===== config.mk =====
export PLATFORM = sky130hd
export DESIGN_NAME = button_conditioner
export DESIGN_NICKNAME = d
export VERILOG_FILES = /design/src/rtl/button_conditioner.sv
export SDC_FILE = /design/constraint.sdc
export NUM_CORES = 1
export LEC_CHECK = 0
export CORE_MARGIN = 1.5
export CORE_UTILIZATION = 37
export CTS_CLUSTER_DIAMETER = 120
export CTS_CLUSTER_SIZE = 8
export DETAILED_ROUTE_END_ITERATION = 8
export PLACE_DENSITY_LB_ADDON = 0.05
export SYNTH_ARGS = -nofsm -noshare
export SYNTH_HDL_FRONTEND = slang
export SYNTH_SLANG_ARGS = --single-unit

===== constraint.sdc =====
create_clock -name clk -period 3.2 [get_ports clk]
set_input_delay 0.96 -clock clk [delete_from_list [all_inputs] [get_ports clk]]
set_output_delay 0.96 -clock clk [all_outputs]
set_load 0.02 [all_outputs]

===== src/rtl/button_conditioner.sv =====
// ============================================================================
//  Module   : button_conditioner
//  Purpose  : Synchronises, debounces and edge-detects five raw push-buttons
//             into one-cycle active-low command pulses. The four direction
//             pulses are mutually exclusive. Optional macro AUTO_REPEAT_EN
//             adds hold-to-repeat on the direction buttons.
//  Revision : 1.0 - initial release
// ============================================================================
`default_nettype none

module button_conditioner #(
    parameter int DEBOUNCE_CYCLES = 500000,
    parameter int REPEAT_DELAY    = 25000000,
    parameter int REPEAT_PERIOD   = 10000000
) (
    input  logic clk,
    input  logic rst,
    input  logic btn_up_n,
    input  logic btn_down_n,
    input  logic btn_left_n,
    input  logic btn_right_n,
    input  logic btn_place_n,
    output logic move_up,
    output logic move_down,
    output logic move_left,
    output logic move_right,
    output logic place
);

    localparam int c_CNT_W = $clog2(DEBOUNCE_CYCLES);
    localparam logic [c_CNT_W-1:0] c_DB_LAST = c_CNT_W'(DEBOUNCE_CYCLES - 1);

    if (DEBOUNCE_CYCLES < 2 || REPEAT_DELAY < 1 || REPEAT_PERIOD < 1) begin : g_bad_params
        $error("button_conditioner: illegal parameter value");
    end

    // Bit order everywhere: 0 up, 1 down, 2 left, 3 right, 4 place
    logic [4:0] w_btn_n;
    logic [4:0] w_press;
    logic [4:0] w_fire;
    logic [3:0] w_dir_grant;
    logic [4:0] r_out;

    assign w_btn_n = {btn_place_n, btn_right_n, btn_left_n, btn_down_n, btn_up_n};

    for (genvar i = 0; i < 5; i++) begin : g_btn
        logic               r_s1;
        logic               r_s2;
        logic               r_stable;
        logic [c_CNT_W-1:0] r_cnt;

        always_ff @(posedge clk or negedge rst) begin
            if (!rst) begin
                r_s1     <= 1'b1;
                r_s2     <= 1'b1;
                r_stable <= 1'b1;
                r_cnt    <= '0;
            end else begin
                r_s1 <= w_btn_n[i];
                r_s2 <= r_s1;
                if (r_s2 == r_stable) begin
                    r_cnt <= '0;
                end else if (r_cnt == c_DB_LAST) begin
                    r_stable <= r_s2;
                    r_cnt    <= '0;
                end else begin
                    r_cnt <= r_cnt + 1'b1;
                end
            end
        end

        // Press is the edge at which stable is about to fall
        assign w_press[i] = r_stable & ~r_s2 & (r_cnt == c_DB_LAST);

`ifdef AUTO_REPEAT_EN
        if (i < 4) begin : g_rep
            localparam int c_REP_W = $clog2((REPEAT_DELAY > REPEAT_PERIOD) ?
                                            REPEAT_DELAY : REPEAT_PERIOD) + 1;
            localparam logic [c_REP_W-1:0] c_DELAY_LAST  = c_REP_W'(REPEAT_DELAY - 1);
            localparam logic [c_REP_W-1:0] c_PERIOD_LAST = c_REP_W'(REPEAT_PERIOD - 1);

            logic [c_REP_W-1:0] r_rcnt;
            logic               r_first;
            logic               w_rep;

            // First repeat waits the long delay, later ones the short period
            assign w_rep = ~r_stable &
                           (r_rcnt == (r_first ? c_DELAY_LAST : c_PERIOD_LAST));

            always_ff @(posedge clk or negedge rst) begin
                if (!rst) begin
                    r_rcnt  <= '0;
                    r_first <= 1'b1;
                end else if (r_stable) begin
                    r_rcnt  <= '0;
                    r_first <= 1'b1;
                end else if (w_rep) begin
                    r_rcnt  <= '0;
                    r_first <= 1'b0;
                end else begin
                    r_rcnt <= r_rcnt + 1'b1;
                end
            end

            assign w_fire[i] = w_press[i] | w_rep;
        end else begin : g_no_rep
            assign w_fire[i] = w_press[i];
        end
`else
        assign w_fire[i] = w_press[i];
`endif
    end

    // Fixed priority up > down > left > right; losers are dropped
    always_comb begin
        w_dir_grant = 4'b0000;
        if (w_fire[0])      w_dir_grant = 4'b0001;
        else if (w_fire[1]) w_dir_grant = 4'b0010;
        else if (w_fire[2]) w_dir_grant = 4'b0100;
        else if (w_fire[3]) w_dir_grant = 4'b1000;
    end

    always_ff @(posedge clk or negedge rst) begin
        if (!rst) begin
            r_out <= 5'b11111;
        end else begin
            r_out <= ~{w_fire[4], w_dir_grant};
        end
    end

    assign move_up    = r_out[0];
    assign move_down  = r_out[1];
    assign move_left  = r_out[2];
    assign move_right = r_out[3];
    assign place      = r_out[4];

endmodule

`default_nettype wire


# --- Word level (Yosys, flattened, before mapping) ---
# Cells that the tools add are included.
word_totals:
  ff_bits: 115
  word_cells: 76
  inputBits: 7
classes:
  n_reduce_logical: 5
  n_addsub: 5
  eq_ne: 10
  n_mux: 14
  n_bitwise: 21
ops:
  columns: ["op", "n"]
  rows:
  - ["2-to-1 mux 19 bit", 10]
  - ["adder 19 x 1 -> 19 bit (second input constant)", 5]
  - ["equality test 19 bit (second input constant)", 5]
  - ["2-to-1 mux 4 bit", 4]
  - ["AND 1 bit", 10]
  - ["inverter 1 bit", 10]
  - ["AND reduction 2 bit", 5]
  - ["equality test 1 bit", 5]
  - ["inverter 5 bit", 1]

# --- Depth between registers and ports, before layout ---
# Gate-level depths: netlist of run 1.
logic_depth:
  word_depth: 8
  ltp_mapped: 6
  mapped_depth_nobuf: 5

# --- Worst setup path after synthesis of run 1 ---
# Ideal clock, no wire load.
synth_timing:
  path_type: "reg-to-reg"
  start: "register g_btn[1].r_cnt[7]"
  end: "register g_btn[1].r_stable"
  setup_time_ps: 82
  slack_ps: 861
  t_required_ps: 3118
  n_path_buf: 1
  arrival_ps: 2257
  period_less_slack_ps: 2339
  path_stages_with_launch: 6
  path_cell_list: "dfrtp_1 > or4b_2 > or4_1 > clkbuf_1 > nor3_1 > mux2_2"
synth_via:
  elab_chain_cells: 2
synth_lines:
  columns: ["item", "line", "text"]
  rows:
  - ["start, declared", "50", "logic [c_CNT_W-1:0] r_cnt;"]
  - ["start signal, assigned", "67", "r_cnt <= r_cnt + 1'b1;"]
  - ["equality test 19 bit", "63", "end else if (r_cnt == c_DB_LAST) begin"]
  - ["AND reduction 2 bit (no source line)", null, null]
  - ["end signal, assigned", "64", "r_stable <= r_s2;"]
  - ["end, declared", "49", "logic r_stable;"]
# Every way passes these cells.
# A chain may end at the register's enable or synchronous reset.

# --- Worst setup path after layout of run 1 ---
layout_timing:
  start: "register r_out[3]"
  end: "output move_right"
layout_lines:
  columns: ["item", "line", "text"]
  rows:
  - ["start, declared", "42", "logic [4:0] r_out;"]
  - ["start signal, assigned", "127", "r_out <= ~{w_fire[4], w_dir_grant};"]
  - ["end, declared", "26", "output logic move_right,"]
# No word-level cell between the ends.

==> results of run 1 <==
## worst min-delay path by stage
| stage | slack [ns] | cells after the start | endpoint | start |
|---|---|---|---|---|
| 4_1_cts | 0.36 | 0 | g_btn[1].r_s2$_DFF_PN1_ | g_btn[1].r_s1$_DFF_PN1_ |
| 6_report | 0.35 | 0 | g_btn[1].r_s2$_DFF_PN1_ | g_btn[1].r_s1$_DFF_PN1_ |
| 5_1_grt | 0.36 | 0 | g_btn[3].r_s2$_DFF_PN1_ | g_btn[3].r_s1$_DFF_PN1_ |
| 3_3_place_gp | 0.35 | 0 | g_btn[1].r_s2$_DFF_PN1_ | g_btn[1].r_s1$_DFF_PN1_ |
| 3_5_place_dp | 0.35 | 0 | g_btn[1].r_s2$_DFF_PN1_ | g_btn[1].r_s1$_DFF_PN1_ |
| 2_1_floorplan | 0.35 | 0 | g_btn[0].r_s2$_DFF_PN1_ | g_btn[0].r_s1$_DFF_PN1_ |
## placed cells by master, fill, tap and decap left out, types with 11 or more instances in the layout
cell type / instances
dfrtp_1: 95
nor2_1: 91
xnor2_1: 47
nand3_1: 36
nand2_1: 28
inv_1: 23
nor4_1: 21
nand4_1: 20
a21oi_1: 20
dfstp_2: 20
nor3_1: 17
xor2_1: 17
clkbuf_16: 17
or3_1: 16
or4_1: 11
o21ai_0: 11
## registers in the layout, indices dropped and copies added, names as in the netlist
name / cells
g_btn.r_cnt: 95
g_btn.r_s1: 5
g_btn.r_s2: 5
g_btn.r_stable: 5
r_out: 5
## power breakdown
| group | switching [mW] | leakage [nW] | internal, mW | total, mW |
|---|---|---|---|---|
| combinational | 0.0678 | 0.669 | 0.0330 | 0.101 |
| clock | 0.681 | 0.301 | 1.33 | 2.01 |
| sequential | 0.0191 | 1.52 | 1.48 | 1.50 |
## routing by layer
metal | share of wire (%) | vias up | wire [um]
li1 | - | 2008 | -
met1 | 50 | 1978 | 5530
met2 | 46 | 36 | 4990
met3 | 2.8 | 11 | 304
met4 | 1.3 | 0 | 140
met5 | 0 | - | 0
## logic make-up (layout without fill, tap and decap cells)
| logic type | count (synthesis) | count (layout) | share of synthesized area, % |
|---|---|---|---|
| buf+inv | 31 | 73 | 2.24 |
| fa+ha+maj | 10 | 10 | 2.26 |
| flops | 115 | 115 | 52.5 |
| simple gates | 278 | 278 | 26.4 |
| mux | 5 | 5 | 1.02 |
| xor+xnor | 64 | 64 | 10.1 |
| compound gates | 47 | 47 | 5.41 |
## final cells by class
cell class / count / area, sq um
Multi-Input combinational cell: 404 / 2500
Clock inverter: 10 / 146
Tap cell: 184 / 230
Clock buffer: 22 / 494
Timing Repair Buffer: 18 / 173
Inverter: 23 / 86.3
Sequential cell: 115 / 2900
Fill cell: 1422 / 8050
==> run_results.csv, run 1 <==
group,metric,value,unit
run_status,status,"complete, no violations",
floorplanning,dieHeight,125,um
worst_setup_path,cp.arrival,1.54,ns
detailed_routing,drcViolationCount,0,
worst_setup_path,slowest_delay,0.60,ns
floorplanning,std_cell_rows,44,
clock_network,insertion_delay,0.41,ns
worst_setup_path,path_cells,"clkdlybuf4s50_1",
place,port_buffers,11,
grt,grt-ovfl-total,0,
yosys,avgSynthCellArea,10.1,sq um
clock_network,cts_hold_buf,0,
sta,fin_ws,0.701,ns
grt,antenna_found_initial,0,
worst_setup_path,ff2ff_setup_slack,0.75,ns
cells_and_area,instances_no_fill,776,
sta,relSlewSlack,57.1,%
sta,fin_setup_tns,0,ns
sta,slew_viol_final,0,
sta,rsz0062_at_grt,"no",
place,routabilityCongestion,0.772,
yosys,ys_ff_latch,115,
detailed_routing,drtIter0Drc,254,
clock_network,clockBufferDepth,2,
detailed_routing,wl,11.0,mm
yosys,synth_top_area_share,43.0,%
worst_setup_path,critical_path_class,"flop to primary output",
cells_and_area,stdcell_area,0.00654,sq mm
pwr,power,3.62,mW
yosys,synthTopCellsByCount,"dfrtp_1 (95), nor2_1 (91), xnor2_1 (47)",
cells_and_area,antenna_cells,0,
yosys,yosysMostFrequentCell,"dfrtp_1",
clock_network,htreeDepth,4,
worst_setup_path,crit_path_start,"r_out[3]$_DFF_PN1_",
cells_and_area,drive_gt1_share,14.9,%
clock_network,cts_resized,0,
yosys,syn_area,0.00553,sq mm
cells_and_area,syn_to_final_growth,18.2,%
worst_setup_path,crit_path_max_fanout,1,
grt,busiest_layer,"met2",
detailed_routing,viasPerCell,5.20,
yosys,ys_top_cells_by_area,"dfrtp_1 (43%), dfstp_2 (9.5%), xnor2_1 (7.4%)",
grt,grtUsageMet3,4.62,%
floorplanning,die_w,125,um
yosys,synthesis.nets,567,
place,dp.cells,744,
grt,grt_max_degree,73,
yosys,synth_edf_count,0,
floorplanning,core-area,0.0146,sq mm
yosys,synthCells,550,
clock_network,clk_pin_slew,0.06,ns
sta,fmax,400,MHz
sta,min_period,2.50,ns
yosys,synth_cell_types,41,
worst_setup_path,critPathTopFamily,"buffers and inverters",
detailed_routing,dr.pass1.iters,4,
worst_setup_path,reg2reg_from,"g_btn[1].r_cnt[6]$_DFF_PN0_",
sta,setup_viol,0,
place,place_ws,0.751,ns
worst_setup_path,reg2regPathDepth,4,
yosys,synth_ff_type,"dfrtp_1",
grt,met2_usage,22.9,%
sta,tightest_slew,0.637,ns
floorplanning,die_area,0.0157,sq mm
min_path,hold_class,"flop to flop",
flow_run,drv_cap,0,
cells_and_area,fin_nets,596,
floorplanning,ios,12,
pwr,p_per_area,553,mW/mm^2
grt,grt_use_met1,20.6,%
grt,grt_pass1_vias,3901,
place,placed_area,0.00590,sq mm
sta,clock-skew-final,0.00652,ns
worst_setup_path,worst-path-stages,1,
pwr,peakVddDrop,0.358,mV
yosys,seq_area_frac_synth,52.5,%
sta,fin_crit_sh,78.1,%
worst_setup_path,cp.required,2.24,ns
detailed_routing,route.vias.total,4033,
clock_network,cts_sinks,115,
sta,hold_viol,0,
cells_and_area,final_util,44.8,%
yosys,yosys.area.top_type,"dfrtp_1",
detailed_routing,wl_per_cell,14.1,um
worst_setup_path,reg2reg_to,"g_btn[1].r_cnt[12]$_DFF_PN0_",
worst_setup_path,end_kind,"primary output",
worst_setup_path,start_kind,"flop",
yosys,yosysWarnings,0,
grt,grt_pass1_wl,19.2,mm
floorplanning,initial_core_util,37.9,%
grt,grt_use_total,15.1,%
worst_setup_path,crit_path_end,"move_right",
worst_setup_path,critical_path_buf_inv_count,1,
detailed_routing,drtAntennaViolNets,0,
place,dp_hpwl,7.38,mm
clock_network,cts_tree,"yes",
worst_setup_path,cp_slowest_cell,"clkdlybuf4s50_1",
clock_network,cts_root_buf,"clkbuf_16",
pwr,leakagePower,2.49,nW
sta,hold_slack,0.355,ns
yosys,postSynth.asyncResetShare,100,%
clock_network,cts_buffers,17,
clock_network,cts_setup_buffers,0,
Note: power is estimated with default switching activity, not from simulation.
==> inputs of run 2 (changes only) <==
clock period = 2.45 ns   (was 3.2 ns; I/O delays follow)
==> run 2 against run 1 <==
  * Combinational power up 46%
  * Worst setup slack worse by 0.60 ns
  * Sequential share of layout area down 1.4 points
  * Sequential cell count unchanged
  * Via count up 3.1%
  * Sequential power up 31%
  * Count of clock-buffer cells in the layout up 1
  * Highest routed layer unchanged
==> run_results.csv, run 2 (synthesis gave the netlist of run 1 again) <==
group,metric,value,unit
worst_setup_path,cp.arrival,2.68,ns
detailed_routing,dr.pass1.iters,4,
sta,slew_viol_final,0,
pwr,leakagePower,2.63,nW
floorplanning,ios,12,
sta,fin_crit_sh,95.7,%
cells_and_area,regMostFlops,"g_btn.r_cnt",
sta,fmax,427,MHz
worst_setup_path,start_kind,"flop",
clock_network,cts_setup_buffers,0,
cells_and_area,final_cell_mix,"dfrtp_1 (95), nor2_1 (91), xnor2_1 (47)",
clock_network,clk_pin_slew,0.05,ns
pwr,p_per_area,698,mW/mm^2
detailed_routing,drtAntennaViolNets,0,
detailed_routing,wl_per_cell,14.3,um
sta,fin_setup_tns,0,ns
flow_run,drv_cap,0,
worst_setup_path,cp_slowest_cell,"or4b_2",
cells_and_area,final_common_cell,"dfrtp_1",
worst_setup_path,end_kind,"flop",
worst_setup_path,critical_path_buf_inv_count,0,
cells_and_area,ff_latch_area,0.00290,sq mm
grt,antenna_found_initial,0,
clock_network,clockBufferDepth,2,
worst_setup_path,critPathTopFamily,"simple AND/OR/NAND/NOR gates",
pwr,peakVddDrop,0.486,mV
cells_and_area,largest_register_ffs,95,
worst_setup_path,crit_path_start,"g_btn[1].r_cnt[7]$_DFF_PN0_",
worst_setup_path,cp.required,2.79,ns
sta,tightest_slew,0.509,ns
cells_and_area,antenna_cells,0,
grt,grt_max_degree,37,
min_path,hold_class,"input pin to asynchronous set/reset pin",
worst_setup_path,reg2reg_to,"g_btn[1].r_stable$_DFFE_PN1P_",
floorplanning,std_cell_rows,44,
cells_and_area,fin_nets,624,
pwr,power,4.72,mW
floorplanning,initial_core_util,37.9,%
worst_setup_path,ff2ff_setup_slack,0.11,ns
sta,relSlewSlack,66.1,%
grt,grt-ovfl-total,0,
worst_setup_path,reg2regPathDepth,4,
clock_network,cts_tree,"yes",
sta,hold_slack,0.296,ns
worst_setup_path,path_cells,"or4b_2 > or4_1 > nor3_1 > mux2_2",
detailed_routing,drtIter0Drc,265,
floorplanning,die_w,125,um
place,port_buffers,11,
sta,rsz0062_at_grt,"no",
run_status,status,"complete, no violations",
sta,setup_viol,0,
clock_network,cts_resized,0,
sta,hold_viol,0,
sta,clock-skew-final,0.00553,ns
clock_network,cts_root_buf,"clkbuf_16",
cells_and_area,stdcell_area,0.00675,sq mm
clock_network,cts_hold_buf,0,
detailed_routing,route.vias.total,4159,
floorplanning,die_area,0.0157,sq mm
cells_and_area,nFillCells,1357,
worst_setup_path,crit_path_max_fanout,3,
clock_network,cts_buffers,17,
grt,grt_pass1_wl,20.2,mm
cells_and_area,multi_input_area,0.00250,sq mm
worst_setup_path,slowest_delay,0.67,ns
detailed_routing,viasPerCell,5.17,
clock_network,htreeDepth,4,
detailed_routing,drcViolationCount,0,
floorplanning,core-area,0.0146,sq mm
detailed_routing,wl,11.5,mm
clock_network,cts_sinks,115,
place,dp_hpwl,8.20,mm
worst_setup_path,reg2reg_from,"g_btn[1].r_cnt[7]$_DFF_PN0_",
grt,grt_use_total,16.0,%
place,routabilityCongestion,0.763,
cells_and_area,drive_gt1_share,18.1,%
sta,min_period,2.34,ns
worst_setup_path,critical_path_class,"flop to flop",
place,placed_area,0.00613,sq mm
grt,grt_pass1_vias,4166,
clock_network,insertion_delay,0.41,ns
cells_and_area,syn_to_final_growth,22.1,%
floorplanning,dieHeight,125,um
run 2: changes by cell type in the layout (fill, tap and decap cells not counted), sizes merged:
cell    previous run  this run
buf                8        36
bufinv             3         4
clkbuf            22        23
clkinv             2         1
inv               24        23
run 2: report_power, final:
group / switching (mW) / internal [mW] / total [mW]
clock network: 0.855 / 1.75 / 2.61
registers: 0.0240 / 1.94 / 1.96
logic: 0.0937 / 0.0537 / 0.147
run 2: per-stage QoR:
step           util (%)  std cells  setup WS, ns
5_1_grt            46.3        804       0.00975
2_1_floorplan         -        550         0.111
3_3_place_gp       42.0        772         0.130
6_report           46.3        804         0.106
3_5_place_dp       42.0        772        0.0939
4_1_cts            46.3        804        0.0877
run 2: layout make-up:
type / count / area share, %
multi-input combinational: 404 / 37.1
sequential: 115 / 43.0
tap: 184 / 3.41
clock buffer: 23 / 6.93
timing repair buffer: 46 / 6.04
inverter: 23 / 1.28
clock inverter: 9 / 2.30
run 2: per-layer routing:
| layer | track usage [%] | part of all wire, % |
|---|---|---|
| met1 | 21.7 | 50 |
| met2 | 24.7 | 45 |
| met3 | 4.62 | 3.0 |
| met4 | 5.61 | 1.5 |
| met5 | 0 | 0 |
run 2: worst max path at each step:
| stage | to | slack, ns | cells past startpoint |
|---|---|---|---|
| 2_1_floorplan | g_btn[1].r_stable$_DFFE_PN1P_ | 0.11 | 5 |
| 3_3_place_gp | r_out[3]$_DFF_PN1_ | 0.13 | 4 |
| 3_5_place_dp | g_btn[1].r_stable$_DFFE_PN1P_ | 0.09 | 4 |
| 4_1_cts | g_btn[1].r_stable$_DFFE_PN1P_ | 0.09 | 4 |
| 5_1_grt | g_btn[1].r_stable$_DFFE_PN1P_ | 0.01 | 4 |
| 6_report | g_btn[1].r_stable$_DFFE_PN1P_ | 0.11 | 4 |
run 2: worst reg2reg max path: stages, from the launching register on:
cell     delay [ns]
dfrtp_1        0.38
or4b_2         0.67
or4_1          0.64
nor3_1         0.23
mux2_2         0.35
==> inputs of run 3 (changes only) <==
ABC_AREA = 0   (was not set)
MAX_ROUTING_LAYER = met4   (was not set)
==> run 3 against run 2 <==
  * Worst setup slack worse by 0.0029 ns
  * Register-to-register slack hardly changed
  * Via count is 0.24% higher
  * Final cell count stayed put
  * First-iteration DRC count is 4.9% higher
  * Hold slack worse by 0.0021 ns
  * Power hardly changed
  * Die area stayed put
  * Clock power hardly changed
  * Largest cell class unchanged
==> run_results.csv, run 3 (synthesis gave the netlist of run 1 again) <==
group,metric,value,unit
cells_and_area,regMostFlops,"g_btn.r_cnt",
place,port_buffers,11,
pwr,power,4.72,mW
pwr,peakVddDrop,0.484,mV
floorplanning,initial_core_util,37.9,%
cells_and_area,final_common_cell,"dfrtp_1",
grt,grt_use_met1,21.7,%
worst_setup_path,reg2reg_from,"g_btn[1].r_cnt[7]$_DFF_PN0_",
cells_and_area,instances_no_fill,804,
sta,min_period,2.35,ns
grt,grtUsageMet3,4.62,%
floorplanning,dieHeight,125,um
grt,grt-ovfl-total,0,
sta,rsz0062_at_grt,"no",
sta,hold_viol,0,
sta,clock-skew-final,0.00781,ns
cells_and_area,nFillCells,1357,
clock_network,cts_root_buf,"clkbuf_16",
cells_and_area,final_util,46.3,%
clock_network,htreeDepth,4,
cells_and_area,antenna_cells,0,
cells_and_area,final_cell_mix,"dfrtp_1 (95), nor2_1 (91), xnor2_1 (47)",
clock_network,cts_hold_buf,0,
grt,grt_use_total,16.5,%
sta,tightest_slew,0.506,ns
worst_setup_path,critical_path_class,"flop to flop",
grt,met2_usage,24.8,%
place,dp_hpwl,8.20,mm
grt,busiest_layer,"met2",
clock_network,cts_tree,"yes",
sta,fin_crit_sh,95.8,%
worst_setup_path,slowest_delay,0.67,ns
worst_setup_path,cp.required,2.78,ns
pwr,p_per_area,699,mW/mm^2
run_status,status,"complete, no violations",
grt,grt_pass1_wl,20.2,mm
clock_network,cts_sinks,115,
floorplanning,core-area,0.0146,sq mm
detailed_routing,drtAntennaViolNets,0,
worst_setup_path,start_kind,"flop",
min_path,hold_class,"input pin to asynchronous set/reset pin",
worst_setup_path,reg2regPathDepth,4,
cells_and_area,multi_input_area,0.00250,sq mm
place,dp.cells,772,
detailed_routing,wl_per_cell,14.4,um
detailed_routing,route.vias.total,4169,
worst_setup_path,critical_path_buf_inv_count,0,
cells_and_area,fin_nets,624,
cells_and_area,ff_latch_area,0.00290,sq mm
clock_network,cts_setup_buffers,0,
pwr,leakagePower,2.63,nW
worst_setup_path,crit_path_max_fanout,3,
detailed_routing,dr.pass1.iters,5,
worst_setup_path,reg2reg_to,"g_btn[1].r_stable$_DFFE_PN1P_",
sta,setup_viol,0,
worst_setup_path,cp.arrival,2.68,ns
grt,grt_max_degree,37,
worst_setup_path,critPathTopFamily,"simple AND/OR/NAND/NOR gates",
detailed_routing,drcViolationCount,0,
sta,fin_setup_tns,0,ns
detailed_routing,viasPerCell,5.19,
cells_and_area,largest_register_ffs,95,
cells_and_area,syn_to_final_growth,22.1,%
floorplanning,die_area,0.0157,sq mm
grt,antenna_found_initial,0,
worst_setup_path,end_kind,"flop",
cells_and_area,drive_gt1_share,18.1,%
place,routabilityCongestion,0.773,
sta,relSlewSlack,66.2,%
sta,slew_viol_final,0,
grt,grt_pass1_vias,4166,
clock_network,cts_buffers,17,
sta,fmax,426,MHz
clock_network,clk_pin_slew,0.05,ns
worst_setup_path,ff2ff_setup_slack,0.10,ns
floorplanning,die_w,125,um
flow_run,drv_cap,0,
floorplanning,std_cell_rows,44,
worst_setup_path,cp_slowest_cell,"or4b_2",
detailed_routing,wl,11.6,mm
floorplanning,ios,12,
clock_network,cts_resized,0,
worst_setup_path,path_cells,"or4b_2 > or4_1 > nor3_1 > mux2_2",
clock_network,insertion_delay,0.41,ns
detailed_routing,drtIter0Drc,278,
clock_network,clockBufferDepth,2,
[run 3: how the worst max path moves through the flow]
stage,end,slack [ns],cells past startpoint,start
after floorplan,g_btn[1].r_stable$_DFFE_PN1P_,0.11,5,g_btn[1].r_cnt[7]$_DFF_PN0_
after global placement,r_out[3]$_DFF_PN1_,0.13,4,g_btn[3].r_cnt[14]$_DFF_PN0_
after detailed placement,g_btn[1].r_stable$_DFFE_PN1P_,0.09,4,g_btn[1].r_cnt[7]$_DFF_PN0_
after CTS,g_btn[1].r_stable$_DFFE_PN1P_,0.09,4,g_btn[1].r_cnt[7]$_DFF_PN0_
after global routing,g_btn[1].r_stable$_DFFE_PN1P_,0.01,4,g_btn[1].r_cnt[7]$_DFF_PN0_
final,g_btn[1].r_stable$_DFFE_PN1P_,0.10,4,g_btn[1].r_cnt[7]$_DFF_PN0_
[run 3: area by class of cell]
| class | count | share of cell area (%) |
|---|---|---|
| clock inverters | 9 | 2.30 |
| multi-input cells | 404 | 37.1 |
| repair buffers | 46 | 6.04 |
| well taps | 184 | 3.41 |
| clock buffers | 23 | 6.93 |
| inverters | 23 | 1.28 |
| flip-flops and latches | 115 | 43.0 |
[run 3: stage by stage]
step | area (sq um) | hold slack, ns | setup slack [ns]
after floorplan | 5530 | 0.345 | 0.111
after global placement | 6130 | 0.347 | 0.130
after detailed placement | 6130 | 0.347 | 0.0939
after CTS | 6750 | 0.306 | 0.0877
after global routing | 6750 | 0.323 | 0.00975
final | 6750 | 0.294 | 0.103
[run 3: per-layer routing]
metal | vias up | wire [um]
met5 | - | 0
met4 | 0 | 169
met3 | 13 | 340
met2 | 54 | 5280
met1 | 2027 | 5770
li1 | 2075 | -
[run 3: report_power, final]
group	leakage (nW)	switching (mW)	internal (mW)
logic	0.821	0.0937	0.0537
registers	1.52	0.0240	1.94
clock network	0.290	0.856	1.75
total	2.63	0.974	3.74
==> RTL change 1 (settings of run 2) <==
Add a define of `AUTO_REPEAT_EN`.
--- a/src/rtl/button_conditioner.sv
+++ b/src/rtl/button_conditioner.sv
@@ -8,4 +8,6 @@
 // ============================================================================
 `default_nettype none
+
+`define AUTO_REPEAT_EN
 
 module button_conditioner #(
Behaviour: same outputs for any inputs over 10 cycles, from zero or initial values and one cycle with rst low; that may be too few to reach the edited logic, so the function may still have changed.
==> RTL change 1 against run 2 <==
- sequential cell count increased by 108
- final area increased by 85%
- routed wire length increased by 90%
- worst setup slack got worse by 48 ps
- total power increased by 66%
- critical endpoint is now move_up
- first-iteration DRC count increased by 40%
- hold slack got worse by 140 ps
- synthesized area increased by 97%
==> RTL change 1: results (changes against run 2) <==
stage,metric,value,unit,change
clock_tree,cts-buffers-inserted,31,,was 17
yosys,synth.top_cells.by_area,"dfrtp_1 (46%), nor2_1 (8.1%), xor2_1 (7.2%)",,"was dfrtp_1 (43%), dfstp_2 (9.5%), xnor2_1 (7.4%)"
setup_path,crit_arrival,1660,ps,was 2680 ps
drt,wirelength,21.9,mm,was 11.5 mm
place,gp_congestion,0.801,,was 0.763
drt,vias_per_cell,4.91,,was 5.17
finish,drive_gt1_frac,0.0881,,was 0.181
global_routing,grt_pass1_wl,38.5,mm,was 20.2 mm
global_routing,grt_max_degree,66,,was 37
sta,finalClockSkew,11.4,ps,was 5.53 ps
sta,slew_headroom,0.567,,was 0.661
pwr,worst_ir_drop_vdd,525,uV,was 486 uV
setup_path,max_stage_delay,600,ps,was 670 ps
clock_tree,cts_buffer_depth,3,,was 2
setup_path,rr_endpoint,g_btn[2].g_rep.r_rcnt[2],,was g_btn[1].r_stable
status,status,"finished, final reports clean",,unchanged
finish,layout.nets,1178,,was 624
setup_path,r2r_slack,270,ps,was 110 ps
yosys,synthesis.nets,1133,,was 567
global_routing,grt_use_total,0.150,,was 0.160
setup_path,crit_slowest_cell,clkdlybuf4s50_1,,was or4b_2
drt,first_iter_violations,371,,was 265
yosys,ys_seq_area_frac,0.516,,was 0.525
setup_path,worstReg2RegStart,g_btn[2].g_rep.r_rcnt[0],,was g_btn[1].r_cnt[7]
pwr,power.leakage,0.00526,uW,was 0.00263 uW
[RTL change 1: cell count changes after synthesis, moves of 18 or more]
| cell | before | now |
|---|---|---|
| nor2_1 | 91 | 236 |
| xnor2_1 | 47 | 89 |
| and3_1 | 3 | 29 |
| nand4_1 | 20 | 46 |
| nand3_1 | 36 | 71 |
| xor2_1 | 17 | 90 |
| dfrtp_1 | 95 | 199 |
| nor3_1 | 17 | 35 |
| nand2_1 | 28 | 71 |
[RTL change 1: cell families after synthesis]
family / synth area share
fa+ha+maj: 0.0161
xor+xnor: 0.144
mux: 0.00494
buf+inv: 0.0248
flops: 0.516
simple gates: 0.272
compound gates: 0.0222
[RTL change 1: timing repair]
action / in CTS / in global routing
resized for setup: 1 / 1
pin swaps: 0 / 0
endpoints found under the setup margin: 1 / 1
hold buffers: 0 / 0
[RTL change 1: metrics by stage]
stage | std cells | worst slack, ps | power (uW) | instance area, um2
CTS | 1564 | 15.3 | 7990 | 12500
global placement | 1508 | 295 | 4000 | 11600
finish | 1564 | 58.3 | 7820 | 12500
detailed placement | 1508 | 259 | 4000 | 11600
global route | 1564 | 0.776 | 8170 | 12500
floorplan | 1112 | 384 | 3870 | 10900
[RTL change 1: worst max-delay path by stage]
stage                                    startpoint                         to
after global placement     g_btn[2].g_rep.r_rcnt[0]  g_btn[2].g_rep.r_rcnt[10]
final                                      r_out[0]                    move_up
after floorplan            g_btn[2].g_rep.r_rcnt[0]  g_btn[2].g_rep.r_rcnt[17]
after detailed placement  g_btn[1].g_rep.r_rcnt[10]  g_btn[1].g_rep.r_rcnt[25]
after global routing                       r_out[0]                    move_up
after CTS                                  r_out[3]                 move_right
[RTL change 1: per-layer routing]
layer / track usage / vias up / wire (um)
li1: - / 3885 / -
met2: 0.231 / 97 / 9350
met5: 0 / - / 0
met3: 0.0241 / 38 / 748
met1: 0.219 / 3658 / 11300
met4: 0.0406 / 0 / 529
[RTL change 1: area by class of cell]
type | count | area share
inverters | 34 | 0.0102
multi-input cells | 826 | 0.400
flip-flops and latches | 223 | 0.448
clock buffers | 56 | 0.0695
repair buffers | 41 | 0.0343
well taps | 384 | 0.0384
[RTL change 1: power breakdown]
group / switching (uW) / internal, uW / total [uW]
Clock: 1550 / 2350 / 3890
Combinational: 123 / 54.6 / 178
Sequential: 26.0 / 3720 / 3750
==> RTL change 2 (config.mk and constraints of run 2) <==
Without the edit above. Put a register stage on the outputs `move_up`, `move_down`, `move_left`, `move_right` and `place`, with the module's reset. The values now appear one clock later.
--- a/src/rtl/button_conditioner.sv
+++ b/src/rtl/button_conditioner.sv
@@ -129,9 +129,19 @@
     end
 
-    assign move_up    = r_out[0];
-    assign move_down  = r_out[1];
-    assign move_left  = r_out[2];
-    assign move_right = r_out[3];
-    assign place      = r_out[4];
+    always_ff @(posedge clk or negedge rst) begin
+        if (!rst) begin
+            move_up    <= '0;
+            move_down  <= '0;
+            move_left  <= '0;
+            move_right <= '0;
+            place      <= '0;
+        end else begin
+            move_up    <= r_out[0];
+            move_down  <= r_out[1];
+            move_left  <= r_out[2];
+            move_right <= r_out[3];
+            place      <= r_out[4];
+        end
+    end
 
 endmodule
Check against the original RTL: not equivalent (Yosys sat finds a counterexample within 4 cycles, from zero or initial values and one cycle with rst low).
==> RTL change 2 against run 2 <==
- final area shrank 0.15%
- utilization shrank 1.6 points
- worst setup slack gained 170 ps
- synthesized area grew 2.5%
- sequential cell count grew 5
- global-route usage shrank 0.58 points
- combinational power shrank 8%
- via count shrank 1.4%
- routed wire length shrank 3.9%
- total power grew 7.4%
==> RTL change 2: results (changes against run 2) <==
stage,metric,value,unit,change
drt,m1WireLength,5.29,mm,was 5.77 mm
finish,drive_gt1_frac,0.131,,was 0.181
yosys,synth_xor_area_frac,0.105,,was 0.101
place,dpl.cell_count,746,,was 772
status,status,"finished, final reports clean",,unchanged
global_routing,grt_use_total,0.155,,was 0.160
finish,multi_input_area,0.00253,mm2,was 0.00250 mm2
drt,wl_met3,328,um,was 342 um
pwr,worst_ir_drop_vdd,489,uV,was 486 uV
setup_path,rr_endpoint,g_btn[1].r_cnt[10],,was g_btn[1].r_stable
finish,nonClkBufAreaFrac,0.0308,,was 0.0604
global_routing,antenna_found_initial,0,,unchanged
yosys,synth_common_cells,"dfrtp_1 (100), nor2_1 (87), xor2_1 (39)",,"was dfrtp_1 (95), nor2_1 (91), xnor2_1 (47)"
yosys,synthAdderAreaFrac,0.0221,,was 0.0226
place,gp_congestion,0.798,,was 0.763
yosys,synth.top_cells.by_area,"dfrtp_1 (44%), dfstp_2 (9.3%), xor2_1 (6.0%)",,"was dfrtp_1 (43%), dfstp_2 (9.5%), xnor2_1 (7.4%)"
place,dp_hpwl,7.52,mm,was 8.20 mm
sta,holdWs,311,ps,was 296 ps
global_routing,grt.met2_usage,0.242,,was 0.247
drt,wl_met2,5.27,mm,was 5.23 mm
yosys,ys_seq_area_frac,0.534,,was 0.525
finish,seq_share,0.449,,was 0.430
setup_path,r2r_slack,270,ps,was 110 ps
place,pre_cts_slack,255,ps,was 93.9 ps
pwr,power.leakage,0.00269,uW,was 0.00263 uW
finish,fillers,1470,,was 1357
drt,vias,4101,,was 4159
yosys,synth-compound-area-share,0.0453,,was 0.0541
yosys,synthesis.nets,565,,was 567
global_routing,grt_max_degree,42,,was 37
finish,clkCellAreaFrac,0.102,,was 0.0923
yosys,synth_area_per_cell,10.3,um2,was 10.1 um2
yosys,ys_ff_latch,120,,was 115
sta,finalClockSkew,9.47,ps,was 5.53 ps
finish,num-nonclk-inverters,15,,was 23
finish,layout.nets,594,,was 624
setup_path,cp_max_fo,17,,was 3
yosys,muxShareOfSynthArea,0.00795,,was 0.0102
finish,buffers_excl_clock,21,,was 46
finish,num-multi-input-gates,402,,was 404
yosys,syn_inst,548,,was 550
drt,first_iter_violations,299,,was 265
global_routing,grt_util_met1,0.200,,was 0.217
global_routing,grt_pass1_wl,19.7,mm,was 20.2 mm
place,dpl_cell_area,0.00606,mm2,was 0.00613 mm2
clock_tree,clock-root-buffer,clkbuf_16,,unchanged
drt,wirelength,11.1,mm,was 11.5 mm
sta,tightest_slew,560,ps,was 509 ps
clock_tree,clock_latency,420,ps,
setup_path,crit_arrival,2470,ps,was 2680 ps
finish,clockBufferCount,21,,was 23
setup_path,crit_slowest_cell,or4_4,,was or4b_2
finish,final_cells,778,,was 804
finish,register_area,0.00303,mm2,was 0.00290 mm2
setup_path,worstReg2RegStart,g_btn[1].r_cnt[6],,was g_btn[1].r_cnt[7]
setup_path,max_stage_delay,570,ps,was 670 ps
RTL change 2: cell types whose count changed after synthesis, sizes merged, moves of 7 or more:
| cell | delta |
|---|---|
| xor2 | +22 |
| nor4 | -7 |
| nand4 | +17 |
| and4 | +8 |
| inv | -8 |
| and3 | +7 |
| nor3 | -9 |
| xnor2 | -18 |
RTL change 2: worst max path at each step:
stage / startpoint / endpoint / slack (ps)
final: g_btn[1].r_cnt[6] / g_btn[1].r_cnt[10] / 270
after global placement: g_btn[1].r_cnt[7] / g_btn[1].r_cnt[16] / 290
after CTS: g_btn[1].r_cnt[7] / g_btn[1].r_cnt[10] / 250
after global routing: g_btn[1].r_cnt[6] / g_btn[1].r_cnt[9] / 130
after detailed placement: g_btn[1].r_cnt[7] / g_btn[1].r_cnt[5] / 260
after floorplan: g_btn[1].r_cnt[7] / g_btn[1].r_stable / 390
RTL change 2: report_power, final:
part / internal, uW / switching (uW)
clock: 1990 / 899
combinational: 47.2 / 87.7
sequential: 2020 / 25.9
total: 4050 / 1010
